`config.mk`:
```
export PLATFORM = sky130hd
export DESIGN_NAME = sr_latch_ctrl
export DESIGN_NICKNAME = d
export VERILOG_FILES = /design/src/rtl/sr_latch_ctrl.sv
export SDC_FILE = /design/constraint.sdc
export NUM_CORES = 1
export LEC_CHECK = 0
export ABC_AREA = 0
export CAP_MARGIN = 40
export CORE_MARGIN = 8
export CORE_UTILIZATION = 41
export DETAILED_ROUTE_END_ITERATION = 8
export GPL_TIMING_DRIVEN = 0
export PLACE_DENSITY = 0.76
export SLEW_MARGIN = 20
export SYNTH_ARGS = -nofsm -noshare
export SYNTH_HDL_FRONTEND = slang
export SYNTH_SLANG_ARGS = --single-unit
```
`constraint.sdc`:
```
create_clock -name clk -period 2 [get_ports clk]
set_input_delay 0.2 -clock clk [delete_from_list [all_inputs] [get_ports clk]]
set_output_delay 0.2 -clock clk [all_outputs]
set_load 0.02 [all_outputs]
```
`src/rtl/sr_latch_ctrl.sv`:
```
// Round-robin sequencer for a bank of N NAND SR latches: registered active-low pulse, quiet gap, readback.
// Build option: define SR_LATCH_CTRL_VERIFY_EN to add the CHECK state and the ERR readback result.
module sr_latch_ctrl #(
    parameter int N            = 8,
    parameter int PULSE_CYCLES = 4,
    parameter int GAP_CYCLES   = 2,
    localparam int IW          = $clog2(N)
) (
    input  logic          clk,
    input  logic          rstbar,
    // Handshake: req_x is a valid that stays high with op_x/idx_x stable until ack_x;
    // ack_x is a one-cycle ready/accept pulse, and op_x/idx_x are captured on that grant.
    input  logic          req_a,
    input  logic          op_a,
    input  logic [IW-1:0] idx_a,
    output logic          ack_a,
    input  logic          req_b,
    input  logic          op_b,
    input  logic [IW-1:0] idx_b,
    output logic          ack_b,
    output logic [N-1:0]  sbar,
    output logic [N-1:0]  rbar,
    input  logic [N-1:0]  q,
    output logic          busy,
    output logic          done,
    output logic          err,
    output logic [1:0]    dbg_state,
    output logic          dbg_qbit
);

    typedef enum logic [1:0] {
        IDLE  = 2'd0,
        PULSE = 2'd1,
        GAP   = 2'd2,
        CHECK = 2'd3
    } state_t;

    localparam int MAXC = (PULSE_CYCLES > GAP_CYCLES) ? PULSE_CYCLES : GAP_CYCLES;
    localparam int CW   = (MAXC > 1) ? $clog2(MAXC) : 1;
    localparam logic [CW-1:0] PULSE_LOAD = CW'(PULSE_CYCLES - 1);
    localparam logic [CW-1:0] GAP_LOAD   = CW'(GAP_CYCLES - 1);

    state_t        state, state_next;
    logic [CW-1:0] cnt, cnt_next;
    logic          op_r, op_next;
    logic [IW-1:0] idx_r, idx_next;
    logic          ptr, ptr_next;
    logic          grant_a, grant_b;
    logic          finish;
    logic          err_next;
    logic [N-1:0]  sbar_next, rbar_next;

    always_comb begin
        state_next = state;
        cnt_next   = cnt;
        op_next    = op_r;
        idx_next   = idx_r;
        ptr_next   = ptr;
        grant_a    = 1'b0;
        grant_b    = 1'b0;
        finish     = 1'b0;
        case (state)
            IDLE: begin
                // ptr only matters on contention; a lone requester always wins
                if (req_a && (!req_b || !ptr)) begin
                    grant_a = 1'b1;
                end else if (req_b) begin
                    grant_b = 1'b1;
                end
                if (req_a && req_b) begin
                    ptr_next = ~ptr;
                end
                if (grant_a) begin
                    op_next  = op_a;
                    idx_next = idx_a;
                end else if (grant_b) begin
                    op_next  = op_b;
                    idx_next = idx_b;
                end
                if (grant_a || grant_b) begin
                    state_next = PULSE;
                    cnt_next   = PULSE_LOAD;
                end
            end
            PULSE: begin
                if (cnt == '0) begin
                    state_next = GAP;
                    cnt_next   = GAP_LOAD;
                end else begin
                    cnt_next = cnt - 1'b1;
                end
            end
            GAP: begin
                if (cnt == '0) begin
`ifdef SR_LATCH_CTRL_VERIFY_EN
                    state_next = CHECK;
`else
                    state_next = IDLE;
                    finish     = 1'b1;
`endif
                end else begin
                    cnt_next = cnt - 1'b1;
                end
            end
            CHECK: begin
                state_next = IDLE;
`ifdef SR_LATCH_CTRL_VERIFY_EN
                finish     = 1'b1;
`endif
            end
            default: state_next = IDLE;
        endcase
    end

    // Drive lines are decoded from the next state so the pulse edge lines up with ACK
    always_comb begin
        sbar_next = '1;
        rbar_next = '1;
        if (state_next == PULSE) begin
            if (op_next) begin
                sbar_next[idx_next] = 1'b0;
            end else begin
                rbar_next[idx_next] = 1'b0;
            end
        end
    end

    always_comb begin
        err_next = 1'b0;
`ifdef SR_LATCH_CTRL_VERIFY_EN
        err_next = finish && (q[idx_r] != op_r);
`endif
    end

    always_ff @(posedge clk or negedge rstbar) begin
        if (!rstbar) begin
            state <= IDLE;
            cnt   <= '0;
            op_r  <= 1'b0;
            idx_r <= '0;
            ptr   <= 1'b0;
            ack_a <= 1'b0;
            ack_b <= 1'b0;
            done  <= 1'b0;
            err   <= 1'b0;
            sbar  <= '1;
            rbar  <= '1;
        end else begin
            state <= state_next;
            cnt   <= cnt_next;
            op_r  <= op_next;
            idx_r <= idx_next;
            ptr   <= ptr_next;
            ack_a <= grant_a;
            ack_b <= grant_b;
            done  <= finish;
            err   <= err_next;
            sbar  <= sbar_next;
            rbar  <= rbar_next;
        end
    end

    assign busy      = (state != IDLE);
    assign dbg_state = state;
    assign dbg_qbit  = q[idx_r];

endmodule

```
==> results of run 1 <==
## synth_stat cells (2+ instances only)
library cell  instances  area, um2
o32ai_1               2       17.5
nand3_1               3       15.0
mux4_2                2       45.0
a21oi_1               4       20.0
dfstp_2              16        420
nand2_1              18       67.6
inv_2                 2       7.51
nor2_1               10       37.5
o21ai_0               2       10.0
nor3_2                4       40.0
inv_1                 6       22.5
nor2b_1               3       18.8
nor3_1                3       15.0
and2_1                2       12.5
ha_1                  7       87.6
dfrtp_1              12        300
## cell type report
| class | count | area [um2] | share of cell area |
|---|---|---|---|
| flip-flops and latches | 28 | 722 | 0.361 |
| well taps | 46 | 57.6 | 0.0288 |
| repair buffers | 49 | 464 | 0.232 |
| multi-input cells | 81 | 676 | 0.338 |
| inverters | 8 | 35.0 | 0.0175 |
| plain buffers | 1 | 7.51 | 0.00376 |
| clock buffers | 4 | 36.3 | 0.0182 |
## repair_timing
action	CTS	global route
resized for setup	10	14
hold buffers	1	0
pin swaps	1	4
setup endpoints to repair	18	16
endpoints found under the hold margin	12	0
buffers inserted	2	4
## power by group through the flow
stage | Sequential [W] | Clock, W | Combinational, W
floorplan | 0.00103 | 0 | 0.000826
global placement | 0.000909 | 0 | 0.00139
detailed placement | 0.000919 | 0 | 0.00144
CTS | 0.000899 | 0.000285 | 0.00152
global route | 0.000913 | 0.000301 | 0.00187
finish | 0.000897 | 0.000272 | 0.00172
## placed cells by master (no fill, tap or decap), types with 4 or more instances in the layout
cell type,instances
clkdlybuf4s50_1,39
nand2_1,17
dfstp_2,16
dfrtp_1,11
nor2_1,10
buf_4,7
a21oi_1,4
## stage by stage
stage	TNS [ns]	worst slack [ns]	std cells	utilization	instance area, um2
CTS	0	0.0200	213	0.584	1900
finish	0	0.123	217	0.613	2000
detailed placement	-1.59	-0.125	206	0.559	1820
global route	-0.00163	-0.00163	217	0.613	2000
global placement	-1.15	-0.0960	206	0.561	1830
floorplan	0	0.0355	118	-	1350
## sequential cells by signal (all words and copies together), names as in the netlist
signal     flops
ack_b          1
ack_a          1
cnt            2
ptr            1
dbg_state      2
sbar           8
rbar           8
done           1
op_r           1
idx_r          3
## logic make-up after synthesis
group / Yosys count
simple gates: 49
flops: 28
other cells: 1
buf+inv: 9
compound gates: 20
mux: 3
xor+xnor: 1
fa+ha+maj: 7
## metal layers
| metal | part of all wire | global-route usage |
|---|---|---|
| met5 | 0 | 0 |
| met4 | 0.011 | 0.0399 |
| met3 | 0.068 | 0.0396 |
| met2 | 0.52 | 0.207 |
| met1 | 0.40 | 0.117 |
## final timing paths
| check | start | to | slack [ns] | cells after the start |
|---|---|---|---|---|
| max reg2reg | dbg_state[1]$_DFF_PN0_ | rbar[3]$_DFF_PN1_ | 0.12 | 7 |
| max | dbg_state[1]$_DFF_PN0_ | rbar[3]$_DFF_PN1_ | 0.12 | 7 |
| min | rstbar | op_r$_DFF_PN0_ | 0.39 | 2 |
| min in group clk | ptr$_DFFE_PN0P_ | ptr$_DFFE_PN0P_ | 0.56 | 1 |
| min reg2reg | ptr$_DFFE_PN0P_ | ptr$_DFFE_PN0P_ | 0.56 | 1 |
| max in group asynchronous | rstbar | dbg_state[1]$_DFF_PN0_ | 1.19 | 2 |
==> flow_metrics.tcl, run 1 <==
set metrics [dict create \
    synthSimpleGateAreaFrac 0.206 \
    drc_errors 0 \
    total_power_w 0.00289 \
    dieHeight_um 73.4 \
    powerDensity_nw_per_um2 1450 \
    p_sw_w 0.00123 \
    drt_wl_total_um 3200 \
    dieArea_um2 5380 \
    path_delay_family "simple AND/OR/NAND/NOR gates" \
    clock_power_share 0.094 \
    postSynthAreaPerCell_um2 11.4 \
    worstPathArrival_ns 2.15 \
    synth-main-ff-cell "dfstp_2" \
    vias 1059 \
    criticalPathCategory "reg -> reg" \
    drtIter0Drc 34 \
    synthAdderAreaFrac 0.0649 \
    clockRootBuffer "clkbuf_4" \
    io_pins 44 \
    via_per_inst 4.88 \
    wl_per_cell_um 14.7 \
    cp_common_cell "nor3_2" \
    start_kind "flip-flop" \
    diodes 0 \
    crit_required_ns 2.27 \
    holdWs_ns 0.394 \
    synth_xor_area_frac 0.00649 \
    finalCritPeriodShare 0.939 \
    synth-warning-count 0 \
    status "finished clean" \
    insertion_delay_ns 0.33 \
    io_buffers 42 \
    cp_cell_sequence "inv_4 > ha_4 > inv_2 > nor3_2 > nor2_2 > nor3_2 > nand2_1" \
    p_leak_nw 0.777 \
    firstDrtPassIters 4 \
    p_comb_frac 0.596 \
    cts_max_level 1 \
    nets 199 \
    core_area_um2 3260 \
    hold_class "in -> async" \
    end_kind "flip-flop" \
    grtUsageTotal 0.113 \
    synth_compound_area_frac 0.116 \
    clkSinkCount 28 \
    dp_hpwl_um 2390 \
    synth.area.mux_share 0.0417 \
    fin_skew_ns 0.0126 \
    slew_headroom 0.598 \
    antenna_found_initial 0 \
    grt_pass1_wl_um 4820 \
    crit_slowest_cell "dfrtp_2" \
    areaGrowthSynthToFinish_pct 48.1 \
    cts_tree "built" \
    synthCells 118 \
    tightest_slew_ns 0.603 \
    finalMaxSlewViolations 0 \
    clock_path_buffers 2 \
    start_util 0.414 \
    syn_area_um2 1350 \
    synth-seq-cells 28 \
    finalWeightedCongestion 0.763 \
    swShare 0.426 \
    power.internal_w 0.00166 \
    std_cell_rows 21 \
    setup_viol 0 \
    grt_max_degree 29 \
    final_layout_size_suffix_gt1_frac 0.339 \
    drtAntennaViolNets 0 \
    max_freq_ghz 0.533 \
    fin_crit_ns 1.88 \
    seq_area_frac_synth 0.534 \
    die_x_um 73.4 \
    synth_top_family_by_area "simple AND/OR/NAND/NOR gates" \
    syn_nets 145 \
    ir_drop_mv 0.865 \
    fill_cells 290 \
    slowest_delay_ns 0.48 \
    yosysUniqueCellTypes 38 \
    synth_edf_count 0 \
    grt.overflow.total 0 \
    grt_pass1_vias 1069 \
    maxCapViolations 0 \
    cp.buffers_inverters 2 \
    seq_power_share 0.310 \
    numCtsBuffers 3 \
    clk_pin_slew_worst_paths_ns 0.15 \
    finalHoldViolCount 0 \
    path_max_fanout 6 \
    async_reset_ff_frac 1.00 \
]
(Power assumes the default switching activity.)
==> run 2: changes to the inputs <==
Settings changed: CORE_UTILIZATION 41 to 45, PLACE_DENSITY 0.76 to 0.79.
Clock period 2 ns to 2.12 ns, I/O delays scaled along.
==> run 2 against run 1 <==
  * Global-route usage up 1.3 points
  * Sequential power down 3.9%
  * Hold slack better by 0.024 ns
  * Wire length down 3.4%
  * Non-clock buffer count down 4
  * Final area down 5.1%
  * Core utilization up 2.9 points
  * First-iteration DRC count down 15%
  * Sequential share of layout area up 2.0 points
  * Cell count down 7.8%
  * Via count down 3.3%
  * Critical path type unchanged
==> flow_metrics.tcl, run 2 (synthesis gave the netlist of run 1 again) <==
set metrics [dict create \
    drtIter0Drc 29 \
    via_per_inst 5.12 \
    reg_top3 "rbar x8, sbar x8, idx_r x3" \
    dp_hpwl_um 2480 \
    powerDensity_nw_per_um2 1340 \
    maxCapViolations 0 \
    ir_drop_mv 0.782 \
    wl_per_cell_um 15.4 \
    vias 1024 \
    hold_class "in -> async" \
    finalCritPeriodShare 0.932 \
    r2r_slack_ns 0.14 \
    setup_viol 0 \
    final_cell_mix "39 x clkdlybuf4s50_1, 18 x nand2_1, 16 x dfstp_2" \
    grt_max_degree 29 \
    r2r_start "dbg_state[1]$_DFF_PN0_" \
    cp.buffers_inverters 1 \
    insertion_delay_ns 0.31 \
    clock_path_buffers 2 \
    ff2ff_path_depth 7 \
    firstDrtPassIters 3 \
    path_max_fanout 7 \
    tightest_slew_ns 0.622 \
    place_ws_ns -0.00674 \
    std_cell_rows 20 \
    fin_crit_ns 1.98 \
    die_x_um 70.7 \
    grtUsageTotal 0.127 \
    start_util 0.457 \
    clkSinkCount 28 \
    slowest_delay_ns 0.48 \
    timing.rr.end "sbar[6]$_DFF_PN1_" \
    crit_slowest_cell "dfrtp_2" \
    grt_pass1_wl_um 5240 \
    rsz0062_at_grt "no" \
    setup_ws_ns 0.144 \
    cp.depth 7 \
    areaGrowthSynthToFinish_pct 40.6 \
    drtAntennaViolNets 0 \
    final_layout_size_suffix_gt1_frac 0.287 \
    path_delay_family "simple AND/OR/NAND/NOR gates" \
    end_kind "flip-flop" \
    dieArea_um2 5000 \
    cts_max_level 1 \
    criticalPathCategory "reg -> reg" \
    clk_pin_slew_worst_paths_ns 0.14 \
    nets 195 \
    cp_cell_sequence "inv_1 > ha_2 > o21a_2 > nor2_1 > or3_4 > nor4_4 > nand2_1" \
    status "finished clean" \
    holdWs_ns 0.419 \
    grt_pass1_vias 1132 \
    grt.overflow.total 0 \
    numCtsBuffers 3 \
    dieHeight_um 70.7 \
    core_area_um2 2950 \
    crit_required_ns 2.37 \
    finalHoldViolCount 0 \
    drc_errors 0 \
    io_pins 44 \
    max_freq_ghz 0.506 \
    antenna_found_initial 0 \
    layout_commonest_cell "clkdlybuf4s50_1" \
    diodes 0 \
    cts_tree "built" \
    slew_headroom 0.583 \
    drt_wl_total_um 3090 \
    clockRootBuffer "clkbuf_4" \
    fin_area_um2 1900 \
    finalWeightedCongestion 0.751 \
    placed_cell_area_um2 1810 \
    worstPathArrival_ns 2.23 \
    io_buffers 42 \
    finalMaxSlewViolations 0 \
    start_kind "flip-flop" \
    p_leak_nw 0.754 \
    fin_skew_ns 0.00268 \
]
[run 2: final cells by class]
class / count / area (um2)
multi-input combinational: 81 / 624
tap: 33 / 41.3
fill: 249 / 1060
sequential: 28 / 723
clock buffer: 4 / 36.3
timing repair buffer: 45 / 434
buffer: 1 / 7.51
inverter: 8 / 30.0
[run 2: worst max-delay path by stage]
stage / start / to / slack, ns
floorplan: dbg_state[0]$_DFF_PN0_ / sbar[5]$_DFF_PN1_ / 0.10
global placement: q[3] / dbg_qbit / 0.05
detailed placement: q[3] / dbg_qbit / -0.007
CTS: dbg_state[0]$_DFF_PN0_ / sbar[6]$_DFF_PN1_ / 0.02
global route: dbg_state[1]$_DFF_PN0_ / rbar[7]$_DFF_PN1_ / 0.02
finish: dbg_state[1]$_DFF_PN0_ / sbar[6]$_DFF_PN1_ / 0.14
[run 2: stage by stage]
step	std cells	power, W	util	TNS [ns]
global route	200	0.00271	0.642	0
global placement	193	0.00217	0.613	0
detailed placement	193	0.00222	0.611	-0.00674
CTS	199	0.00249	0.631	0
floorplan	118	0.00175	-	0
finish	200	0.00253	0.642	0
[run 2: repair_timing]
item / in CTS / in global routing
pin swaps: 0 / 1
setup endpoints to repair: 11 / 18
setup buffers: 1 / 1
cloned: 0 / 0
resized for setup: 4 / 8
endpoints found under the hold margin: 12 / 0
hold buffers: 1 / 0
[run 2: per-layer routing]
metal | vias to the layer above | global-route usage | share of wire
li1 | 500 | - | -
met1 | 503 | 0.138 | 0.40
met2 | 21 | 0.243 | 0.55
met3 | 0 | 0.0297 | 0.050
met4 | 0 | 0.0208 | 0
met5 | - | 0 | 0
[run 2: report_power, final]
group          internal, W  switching (W)  total, W
registers         0.000745       0.000117  0.000862
logic             0.000614       0.000807   0.00142
clock network     0.000105       0.000145  0.000250
